===== src/rtl/parity_frame_tx.sv =====
// Framed serial transmitter: start bit, N data bits LSB first, parity bit, stop bit.
// Each bit lasts CLKS_PER_BIT cycles, and tx is driven straight from a register.
module parity_frame_tx #(
    parameter int N            = 8,
    parameter int CLKS_PER_BIT = 16,
    parameter int ODD          = 0
) (
    input  logic         clk,
    input  logic         reset,
    input  logic [N-1:0] din,
    input  logic         din_valid,
    output logic         din_ready,
    output logic         tx,
    output logic         busy,
    output logic         parity_o,
    output logic         done_tick
);

    localparam int TICK_W = (CLKS_PER_BIT > 1) ? $clog2(CLKS_PER_BIT) : 1;
    localparam int BIT_W  = (N > 1) ? $clog2(N) : 1;
    localparam logic [TICK_W-1:0] TICK_LAST = TICK_W'(CLKS_PER_BIT - 1);
    localparam logic [BIT_W-1:0]  BIT_LAST  = BIT_W'(N - 1);
    localparam logic              ODD_BIT   = (ODD != 0);

    typedef enum logic [2:0] {IDLE, START, DATA, PARITY, STOP} state_t;

    state_t            state_reg, state_next;
    logic [TICK_W-1:0] tick_reg, tick_next;
    logic [BIT_W-1:0]  bit_reg, bit_next;
    logic [N-1:0]      shift_reg, shift_next;
    logic              parity_reg, parity_next;
    logic              tx_reg, tx_next;
    logic              busy_reg, busy_next;
    logic              done_reg, done_next;
    logic              accept;
    logic              bit_end;

    assign din_ready = (state_reg == IDLE) && !reset;
    assign accept    = din_valid && din_ready;
    assign bit_end   = (tick_reg == TICK_LAST);

    always_comb begin
        state_next  = state_reg;
        tick_next   = tick_reg;
        bit_next    = bit_reg;
        shift_next  = shift_reg;
        parity_next = parity_reg;
        done_next   = 1'b0;

        // The tick counter runs in every frame state and wraps at the bit boundary.
        if (state_reg != IDLE) begin
            tick_next = bit_end ? '0 : tick_reg + TICK_W'(1);
        end

        case (state_reg)
            IDLE: begin
                if (accept) begin
                    shift_next  = din;
                    parity_next = (^din) ^ ODD_BIT;
                    tick_next   = '0;
                    bit_next    = '0;
                    state_next  = START;
                end
            end
            START: begin
                if (bit_end) state_next = DATA;
            end
            DATA: begin
                if (bit_end) begin
                    shift_next = shift_reg >> 1;
                    if (bit_reg == BIT_LAST) begin
                        bit_next   = '0;
                        state_next = PARITY;
                    end else begin
                        bit_next = bit_reg + BIT_W'(1);
                    end
                end
            end
            PARITY: begin
                if (bit_end) state_next = STOP;
            end
            STOP: begin
                if (bit_end) begin
                    state_next = IDLE;
                    done_next  = 1'b1;
                end
            end
            default: state_next = IDLE;
        endcase

        // Line level is chosen from the state being entered so tx stays registered.
        case (state_next)
            START:   tx_next = 1'b0;
            DATA:    tx_next = shift_next[0];
            PARITY:  tx_next = parity_next;
            default: tx_next = 1'b1;
        endcase

        busy_next = (state_next != IDLE);
    end

    always_ff @(posedge clk) begin
        if (reset) begin
            state_reg  <= IDLE;
            tick_reg   <= '0;
            bit_reg    <= '0;
            shift_reg  <= '0;
            parity_reg <= 1'b0;
            tx_reg     <= 1'b1;
            busy_reg   <= 1'b0;
            done_reg   <= 1'b0;
        end else begin
            state_reg  <= state_next;
            tick_reg   <= tick_next;
            bit_reg    <= bit_next;
            shift_reg  <= shift_next;
            parity_reg <= parity_next;
            tx_reg     <= tx_next;
            busy_reg   <= busy_next;
            done_reg   <= done_next;
        end
    end

    assign tx        = tx_reg;
    assign busy      = busy_reg;
    assign parity_o  = parity_reg;
    assign done_tick = done_reg;

endmodule


===== config.mk =====
export PLATFORM = sky130hd
export DESIGN_NAME = parity_frame_tx
export DESIGN_NICKNAME = d
export VERILOG_FILES = /design/src/rtl/parity_frame_tx.sv
export SDC_FILE = /design/constraint.sdc
export NUM_CORES = 1
export LEC_CHECK = 0
export BUFFER_PORTS_ARGS = -buffer_cell sky130_fd_sc_hd__buf_4
export CORE_MARGIN = 2
export CORE_UTILIZATION = 45
export DETAILED_ROUTE_END_ITERATION = 8
export PLACE_DENSITY = 0.65
export SLEW_MARGIN = 25
export SYNTH_ARGS = -nofsm -noshare
export SYNTH_HDL_FRONTEND = slang
export SYNTH_SLANG_ARGS = --single-unit

===== constraint.sdc =====
create_clock -name clk -period 3 [get_ports clk]
set_clock_uncertainty 0.15 [all_clocks]
set_input_delay 0.15 -clock clk [delete_from_list [all_inputs] [get_ports clk]]
set_output_delay 0.15 -clock clk [all_outputs]
set_load 0.005 [all_outputs]

; ---- Word-level counts from Yosys, hierarchy flattened
; Index checks and enable logic that the tools add are counted.
[totals]
regBits = 22
in_bits = 11
output_inout_bits = 5
elab_cells = 55
[op_classes]
add_sub_neg = 2
eq_ne = 11
mux = 22
bitwise = 1
n_reduce_logical = 10
[op_table]
columns = op, n
row1 = $mux W3, 9
row2 = $mux W4, 4
row3 = $mux W8, 2
row4 = $pmux W8 S2, 1
row5 = $pmux W3 S5, 1
row6 = $eq A3 B2 Y1 const B, 4
row7 = $reduce_xor A8 Y1, 1
row8 = $eq A3 B1 Y1 const B, 2
row9 = $eq A3 B3 Y1 const B, 2
row10 = $pmux W3 S2, 1
row11 = $reduce_bool A3 Y1, 2
row12 = $add A4 B1 Y4 const B, 1
row13 = $eq A4 B4 Y1 const B, 1
row14 = $ne A2 B2 Y1 const B, 2
row15 = $add A3 B1 Y3 const B, 1
row16 = $logic_not A3 Y1, 1
row17 = $mux W1, 3
row18 = $pmux W1 S3, 1
row19 = $reduce_and A3 Y1, 1
row20 = $logic_and A1 B1 Y1, 2
row21 = $reduce_bool A2 Y1, 1
row22 = $reduce_or A2 Y1, 1
row23 = $logic_not A1 Y1, 1
row24 = $not A1 Y1, 1

; ---- Depth between registers and ports, before layout
; Gate-level depths: netlist of run 1.
[logic_depth]
word_depth = 7
ltp_mapped = 7
depth_no_buf = 5

; ---- Worst setup path before layout of run 1
; No wires, ideal clock.
[synth_timing]
path_kind = reg2reg
startpoint = register tick_reg[0]
endpoint = register bit_reg[0]
setup_ns = 0.070
arrival_time_ns = 1.507
t_required_ns = 2.780
slack_ns = 1.272
path_stages_with_launch = 7
path_buffers = 1
period_less_slack_ns = 1.728
path_cell_list = dfxtp_1 ha_1 and3_1 clkbuf_2 a22oi_2 or4b_1 a21oi_1
[synth_between]
elab_chain_cells = 3
[synth_lines]
columns = item, line
row1 = from (decl), 28  ; logic [TICK_W-1:0] tick_reg, tick_next;
row2 = from (signal assigned), 114  ; tick_reg <= tick_next;
row3 = $eq A4 B4 Y1, 40  ; assign bit_end = (tick_reg == TICK_LAST);
row4 = $ne A2 B2 Y1 (no line), n/a
row5 = $reduce_and A3 Y1 (no line), n/a
row6 = to (signal assigned), 115  ; bit_reg <= bit_next;
row7 = to (decl), 29  ; logic [BIT_W-1:0] bit_reg, bit_next;
; No other way between the ends.
; A chain may end at the register's enable or synchronous reset.

; ---- Worst setup path after layout of run 1
; Same ends and word-level chain as after synthesis.

==> run metrics, run 1 <==
status=finished, violations left; failing checks=negative hold slack; Sum Neg Setup Slack=0 ns; worst r2r path cells=5; # setup viols final=0; Synth Cell Area=0.00106 sq mm; PD cells=485 mW/mm^2; Post-CTS Setup Inserts=0; largest net degree at the start of global routing=25; leak pwr=0.496 nW; Least-Margin Pin Slew=between 0.5 and 0.6 ns; Startpoint Class=flip-flop; internal power=482 uW; end point of the critical path=bit_reg[0]; CTS tree=done; die height=52.5 um; grt total ovfl=0; Yosys reg bits=22; DRC=0; Skew-Pair Late Insertion Delay=0.32 ns; slowest CP cell=or4b_1; drt first pass iters=4; CP cell instances=ha_1 -> and3_1 -> a22oi_2 -> or4b_1 -> a21oi_1; RSZ-0062 raised after global routing=false; post-synthesis adder-cell area fraction=0.0354; syn nets=about 140; share of layout cells above drive strength 1=0.173; largest family of logic cells by synthesized area=simple AND/OR/NAND/NOR gates; ant diodes=0; Inserted Clock Buffers=3; antenna viol nets, final=0; Slew Viols, Final=0; initial antenna violation count=0; DRT Wirelength=about 2.1 mm; root buf cell=clkbuf_4; H-tree Lvls=1; placed cell count=157; DPL Wire Length=1.46 mm; routed vias/inst=between 5 and 6; total global-route track usage=0.173; vias in the first global route=839; max reg flops=8; core area=0.00221 sq mm; clock-pin slew on the worst setup and hold paths=0.13 ns; Yosys warnings=0; crit end category=flip-flop; fmax=502 MHz; critical path peak fanout=14; Worst Path Buf+Inv=0; first-pass GRT wire length=about 3.6 mm; mux cell area share after synthesis=0.00945; hold crit path type=in -> reg; Syn Area/Cell=just under 9 sq um; CTS hold repair buffers=6; WP data arrival=2.10 ns; Synth Area in Compound Gates=0.184; total of max-cap violations=0; simple-gate share of the synthesized area=0.261; clock share of power=0.371; Layout Nets=between 150 and 200; Critical Path Start=tick_reg[0]; IR drop worst, VDD=around 0.00034 V; via count=between 900 and 1000; overall power=625 uW; Final Util=0.583; min Tclk post-route=between 1.5 and 2 ns; Slew headroom=0.620; DRT iter0 DRCs=20; Seq pwr share=0.495; Final Cycle Share=0.664; GPL Wtd Cong=0.726; CP peak stage delay=~0.51 ns; Post-Synth XOR/XNOR Area=0.0661; hold slack=-0.0113 ns; top cell family by delay on the critical path=simple AND/OR/NAND/NOR gates; R2R Path End=bit_reg[0]; Netlist cell types=32; CTS Sinks=22; Critical Path RT=3.11 ns; Comb pwr share=0.134; row cnt=17; wire length per cell=12.4 um; Layout Cells excl Fill=167; Net Sw Power=143 uW; area growth from synthesis to layout=21.7%; quantity of gates resized following cts=0; flop2flop setup slack=1.01 ns; Port-buffer cells=15; kind of critical path=reg -> reg; Seq/Total Area, Yosys=0.416; die span in x=52.5 um; DIE AREA=0.00276 sq mm; critical path depth=5; Cells after Synth=121; Worst R2R Start=tick_reg[0]; # IOs=16; starting density of the core=0.479; final hold vios=2; CTS max path bufs=2; Net Sw Frac=0.229
==> metrics by stage <==
step / instance area (sq um) / setup slack, ns / hold slack (ns)
4_1_cts: 1290 / 1.00 / 0.000743
3_3_place_gp: 1180 / 1.09 / 0.288
6_report: 1290 / 1.01 / -0.0113
2_1_floorplan: 1060 / 1.27 / 0.0694
3_5_place_dp: 1180 / 1.02 / 0.283
5_1_grt: 1290 / 0.840 / 0.00942
==> power by group through the flow <==
stage	clock network, mW	registers, mW	logic, mW
global route	0.245	0.311	0.0937
global placement	0	0.316	0.0774
floorplan	0	0.315	0.0506
detailed placement	0	0.316	0.0780
finish	0.232	0.310	0.0836
CTS	0.232	0.310	0.0843
==> kinds of logic after synthesis <==
kind of cell | count (synthesis)
and+or+nand+nor | 50
AOI/OAI and AO/OA | 30
DFF | 22
xor gates and xnor gates | 8
buffers and inverters | 7
adders and majority gates | 3
muxes | 1
==> synth_stat cells (all sizes together) <==
cell type / n / area, sq um
a211oi: 1 / 7.51
a21oi: 14 / 70.1
a221oi: 1 / 8.76
a22oi: 8 / 65.1
a31o: 1 / 8.76
a31oi: 2 / 12.5
a41oi: 1 / 8.76
and2: 2 / 12.5
and3: 3 / 18.8
buf: 2 / 10.0
clkbuf: 5 / 20.0
dfxtp: 22 / 440
ha: 3 / 37.5
mux2i: 1 / 10.0
nand2: 13 / 48.8
nand3: 7 / 35.0
nand3b: 4 / 30.0
nand4: 1 / 6.26
nor2: 10 / 37.5
nor2b: 3 / 18.8
nor3: 2 / 21.3
nor3b: 1 / 18.8
o21ai: 1 / 5.00
o221ai: 1 / 8.76
or2: 1 / 6.26
or3: 2 / 12.5
or4b: 1 / 10.0
xnor2: 7 / 61.3
xor2: 1 / 8.76
==> layout make-up <==
type / instances / area (sq um)
clock inverters: 1 / 30.0
flip-flops and latches: 22 / 440
repair buffers: 21 / 173
clock buffers: 3 / 22.5
well taps: 28 / 35.0
fillers: 215 / 922
multi-input cells: 92 / 589
==> routing by layer <==
metal / GRT usage / vias up / wire, um
met5: 0 / - / 0
met4: 0.0769 / 0 / 59
met3: 0.0257 / 7 / 44
met2: 0.296 / 14 / 979
met1: 0.212 / 432 / 991
li1: - / 476 / -
==> worst min-delay path, stage by stage <==
cell,delay [ns]
buf_4,0.09
a22oi_1,0.07
a21oi_1,0.12
==> worst min-delay path by stage <==
stage / start / to / depth (start not counted)
after CTS: din[4] / shift_reg[4] / 3
after global routing: din[5] / shift_reg[5] / 3
after detailed placement: din[7] / shift_reg[7] / 3
final: din[5] / shift_reg[5] / 3
after global placement: din[7] / shift_reg[7] / 3
after floorplan: reset / state_reg[0] / 1
==> cell usage in the layout, fill, tap and decap left out, drive strengths merged, types with 2 or more instances in the layout <==
cell         netlist  routed
buf                2      15
and3               3       3
xnor2              7       7
or3                2       2
a21oi             14      14
nand3b             4       4
nor3               2       2
nand3              7       7
dfxtp             22      22
a31oi              2       2
and2               2       2
ha                 3       3
nand2             13      13
nor2              10      10
a22oi              8       8
nor2b              3       3
clkbuf             5       3
dlygate4sd3        0       6
Power figures use the tool's default switching activity.
==> run 2, diff against run 1 <==
--- a/config.mk
+++ b/config.mk
@@ -9,7 +9,7 @@
 export CORE_MARGIN = 2
 export CORE_UTILIZATION = 45
 export DETAILED_ROUTE_END_ITERATION = 8
-export PLACE_DENSITY = 0.65
+export PLACE_DENSITY = 0.68
 export SLEW_MARGIN = 25
 export SYNTH_ARGS = -nofsm -noshare
 export SYNTH_HDL_FRONTEND = slang
==> constraint.sdc (replaced) <==
create_clock -name clk -period 1.64 [get_ports clk]
set_clock_uncertainty 0.15 [all_clocks]
set_input_delay 0.082 -clock clk [delete_from_list [all_inputs] [get_ports clk]]
set_output_delay 0.082 -clock clk [all_outputs]
set_load 0.005 [all_outputs]
==> run 2 against run 1 <==
The flow finishes with violations (negative setup slack). Die area is the same. Sequential power is 82% higher. Hold slack gained 0.024 ns. Count of clock-buffer cells in the layout increased by 1. Combinational power up 130%. Non-clock buffer count is 20 higher. Global-route usage grew 3.0 points. Clock power grew 30%. Utilization up 9.3 points. Flip-flop and latch count unchanged. Final cell count rose by 12%. Wire length grew 21%. Critical path type unchanged.
==> run metrics, run 2 (same netlist as run 1, synthesis figures left out) <==
# IOs=16; PD cells=between 700 and 800 mW/mm^2; fmax=around 600 MHz; wire length per cell=13.4 um; Placement Setup Slack=-0.0340 ns; flop2flop setup slack=-0.03 ns; Worst R2R Start=state_reg[2]; status=finished, violations left; setup ws final=-0.0304 ns; busiest grt layer=met2; antenna viol nets, final=0; DIE AREA=0.00276 sq mm; met1 usage=0.229; Port-buffer cells=15; Layout Nets=around 170; row cnt=17; CTS Sinks=22; starting density of the core=0.479; DRT iter0 DRCs=10; Worst Path Buf+Inv=2; most common cell after layout, fill and taps aside=buf_4; core area=0.00221 sq mm; hold_sp=din[0]; Slew headroom=0.796; RSZ-0062 raised after global routing=true; kind of critical path=reg -> reg; most frequent cells in the layout=buf_4 (30), dfxtp_1 (17), a21oi_1 (13), nand2_1 (13), nor2_1 (9); die height=52.5 um; area growth from synthesis to layout=41.1%; grt met3 use=0.0314; top cell family by delay on the critical path=simple AND/OR/NAND/NOR gates; IR drop worst, VDD=0.000454 V; Critical Path RT=1.75 ns; CTS tree=done; min Tclk post-route=1.67 ns; Skew-Pair Late Insertion Delay=0.31 ns; worst r2r path cells=5; share of layout cells above drive strength 1=0.333; # setup viols final=3; max reg flops=8; GPL Wtd Cong=0.754; grt total ovfl=0; DRT Wirelength=2.50 mm; root buf cell=clkbuf_4; Final Instance Area=0.00150 sq mm; Slew Viols, Final=0; slowest CP cell=or4b_1; Startpoint Class=flip-flop; final hold vios=0; Final Cycle Share=1.02; failing checks=negative setup slack; critical path peak fanout=4; Area after DPL=about 0.0013 sq mm; crit end category=flip-flop; CTS max path bufs=2; die span in x=approximately 53 um; via count=1006; R2R Path End=bit_reg[0]; clock-pin slew on the worst setup and hold paths=0.12 ns; hold crit path type=in -> reg; ant diodes=0; WHS Endpoint=tx; Inserted Clock Buffers=3; total of max-cap violations=0; CP cell instances=buf_12 -> nor3b_4 -> buf_4 -> or4b_1 -> a21oi_2; DPL Wire Length=1.83 mm; drt first pass iters=4; hold path depth=3; WP data arrival=roughly 1.8 ns; first-pass GRT wire length=4.11 mm; CP peak stage delay=0.45 ns; total global-route track usage=0.203; initial antenna violation count=0; DRC=0; met2 global-route usage=0.371; Least-Margin Pin Slew=a little under 0.3 ns; vias in the first global route=a little under 1000; leak pwr=0.593 nW; overall power=roughly 1.1 mW; H-tree Lvls=1; routed vias/inst=5.38; largest net degree at the start of global routing=24
## run 2: cell count changes in the layout (fill, tap and decap cells not counted), sizes merged
cell,change
buf,+18
bufinv,-1
clkbuf,+1
dlygate4sd3,+2
## run 2: how the worst max path moves through the flow
stage | startpoint | endpoint | cells past startpoint
floorplan | state_reg[2] | bit_reg[0] | 5
global placement | state_reg[2] | tick_reg[3] | 5
detailed placement | state_reg[2] | tick_reg[3] | 5
CTS | state_reg[0] | din_ready | 4
global route | state_reg[2] | bit_reg[0] | 5
finish | state_reg[2] | bit_reg[0] | 5
## run 2: timing repair
item,CTS,global route
endpoints found under the setup margin,3,11
hold buffers,8,0
setup buffers,2,0
gates resized for setup,9,5
hold endpoints to repair,10,0
pin swaps,4,1
## run 2: final cells by class
class,count,area [sq um]
fill,182,717
sequential,22,452
tap,28,35.0
multi-input combinational,92,624
clock buffer,4,36.3
timing repair buffer,41,348
## run 2: per-layer routing
layer	wire [um]	up-vias
met3	75	7
met4	62	0
met5	0	-
li1	-	510
met1	1060	472
met2	1300	17
## run 2: where the power goes
| group | switching, mW | internal [mW] | leakage [nW] | total [mW] |
|---|---|---|---|---|
| combinational | 0.0838 | 0.107 | 0.391 | 0.191 |
| clock | 0.166 | 0.136 | 0.0210 | 0.302 |
| sequential | 0.0129 | 0.552 | 0.182 | 0.565 |
## run 2: worst register-to-register path, cell delays in order (launching register included)
cell and delay (ns):
dfxtp_4 0.37, buf_12 0.13, nor3b_4 0.23, buf_4 0.17, or4b_1 0.45, a21oi_2 0.12
## run 2: through the flow
step | TNS (ns) | hold WS [ns] | cells | utilization
finish | -0.0582 | 0.0124 | 187 | 0.676
floorplan | -0.00229 | 0.00141 | 121 | -
detailed placement | -0.0340 | 0.224 | 173 | 0.593
global placement | 0 | 0.201 | 173 | 0.593
global route | -0.377 | 0.0276 | 187 | 0.676
CTS | -0.0494 | 0.00706 | 187 | 0.670
==> run 3, diff against run 2 <==
--- a/config.mk
+++ b/config.mk
@@ -10,6 +10,7 @@
 export CORE_UTILIZATION = 45
 export DETAILED_ROUTE_END_ITERATION = 8
 export PLACE_DENSITY = 0.68
+export SETUP_SLACK_MARGIN = 0.1
 export SLEW_MARGIN = 25
 export SYNTH_ARGS = -nofsm -noshare
 export SYNTH_HDL_FRONTEND = slang
==> run 3 against run 2 <==
The run still ends with negative setup slack left. Hold slack improved by 0.036 ns. Utilization increased by 1.4 points. Sequential share of layout area decreased by 0.59 points.
==> run metrics, run 3 (same netlist as run 1, synthesis figures left out) <==
status=finished, violations left; failing checks=negative setup slack; leak pwr=0.585 nW; DIE AREA=0.00276 sq mm; most common cell after layout, fill and taps aside=buf_4; max reg flops=8; total global-route track usage=0.216; vias in the first global route=980; share of layout cells above drive strength 1=0.399; Slew headroom=0.831; IR drop worst, VDD=0.000466 V; drt first pass iters=4; # IOs=16; core area=~0.0022 sq mm; DRT iter0 DRCs=18; area growth from synthesis to layout=43.9%; kind of critical path=reg -> out; total of max-cap violations=0; Least-Margin Pin Slew=0.248 ns; setup ws final=-0.0200 ns; initial antenna violation count=0; largest net degree at the start of global routing=24; CTS tree=done; clock share of power=0.249; starting density of the core=0.479; hold slack=around 0.048 ns; routed vias/inst=between 5 and 6; fmax=602 MHz; WP data arrival=between 1 and 1.5 ns; slowest CP cell=or3_4; Inserted Clock Buffers=3; H-tree Lvls=1; die height=~53 um; overall power=1.02 mW; Net Sw Power=270 uW; Final Util=0.689; critical path peak fanout=5; Worst Path Buf+Inv=2; Comb pwr share=0.195; Critical Path RT=1.41 ns; via count=between 1000 and 1500; placed cell count=171; Layout Nets=174; Layout Cells excl Fill=~190; ant diodes=0; final hold vios=0; row cnt=17; Seq pwr share=0.556; DRT Wirelength=2.72 mm; antenna viol nets, final=0; CP cell instances=buf_6 -> or3_4 -> nor2_1 -> buf_4; CP peak stage delay=0.41 ns; # setup viols final=2; Startpoint Class=flip-flop; DRC=0; GPL Wtd Cong=0.776; Final Cycle Share=1.01; Slew Viols, Final=0; internal power=747 uW; PD cells=approximately 670 mW/mm^2; wire length per cell=14.6 um; min Tclk post-route=about 1.7 ns; grt total ovfl=0; crit end category=output pin; die span in x=52.5 um; Net Sw Frac=0.266; hold crit path type=in -> reg; RSZ-0062 raised after global routing=true; top cell family by delay on the critical path=simple AND/OR/NAND/NOR gates; CTS max path bufs=2; Port-buffer cells=15; DPL Wire Length=~1.8 mm; flop2flop setup slack=-0.02 ns; root buf cell=clkbuf_4; clock-pin slew on the worst setup and hold paths=0.12 ns; Skew-Pair Late Insertion Delay=0.31 ns; first-pass GRT wire length=about 4.4 mm; CTS Sinks=22; most frequent cells in the layout=buf_4 (29), dfxtp_1 (17), nor2_1 (10); Sum Neg Setup Slack=-0.0387 ns
run 3: cell types whose count changed in the layout (fill, tap and decap cells not counted), moves of 3 or more:
cell,previous run,this run
a21oi_1,13,9
a21oi_2,1,5
nand2_1,13,9
nand2_2,0,3
run 3: repair_timing:
item                                    in CTS  in global routing
buffers inserted                             1                  2
hold endpoints to repair                    12                  0
hold buffers                                 9                  0
endpoints found under the setup margin      13                 14
pin swaps                                    1                 15
gates resized for setup                     12                 17
run 3: final timing paths:
path,cells after the start,endpoint,start
min,4,state_reg[0],reset
min reg2reg,2,shift_reg[6],shift_reg[6]
max reg2reg,5,bit_reg[0],state_reg[2]
max,4,din_ready,state_reg[1]
run 3: area by class of cell:
type,count,area [sq um]
fill,198,687
multi-input combinational,92,671
sequential,22,452
timing repair buffer,41,345
tap,28,35.0
clock buffer,3,22.5
run 3: worst min-delay path, stage by stage:
cell and delay (ns):
buf_4 0.09, nor2b_1 0.06, nand2_1 0.15, a31oi_1 0.09
run 3: stage by stage:
stage	setup WS, ns	area, sq um
final	-0.0200	1530
after detailed placement	-0.0784	1300
after global placement	-0.0634	1300
after CTS	-0.0397	1450
after global routing	-0.0845	1530
after floorplan	0.00221	1080
run 3: layer usage:
metal,global-route usage,vias up,wire [um]
met5,0,-,0
met4,0.0769,0,28
met3,0.0343,4,58
met2,0.369,17,1410
met1,0.274,498,1230
li1,-,512,-
run 3: power groups by stage:
stage	sequential, mW	clock, mW	combinational (mW)
3_5_place_dp	0.579	0	0.160
2_1_floorplan	0.578	0	0.0940
3_3_place_gp	0.578	0	0.157
5_1_grt	0.568	0.276	0.215
4_1_cts	0.566	0.252	0.181
6_report	0.566	0.253	0.198
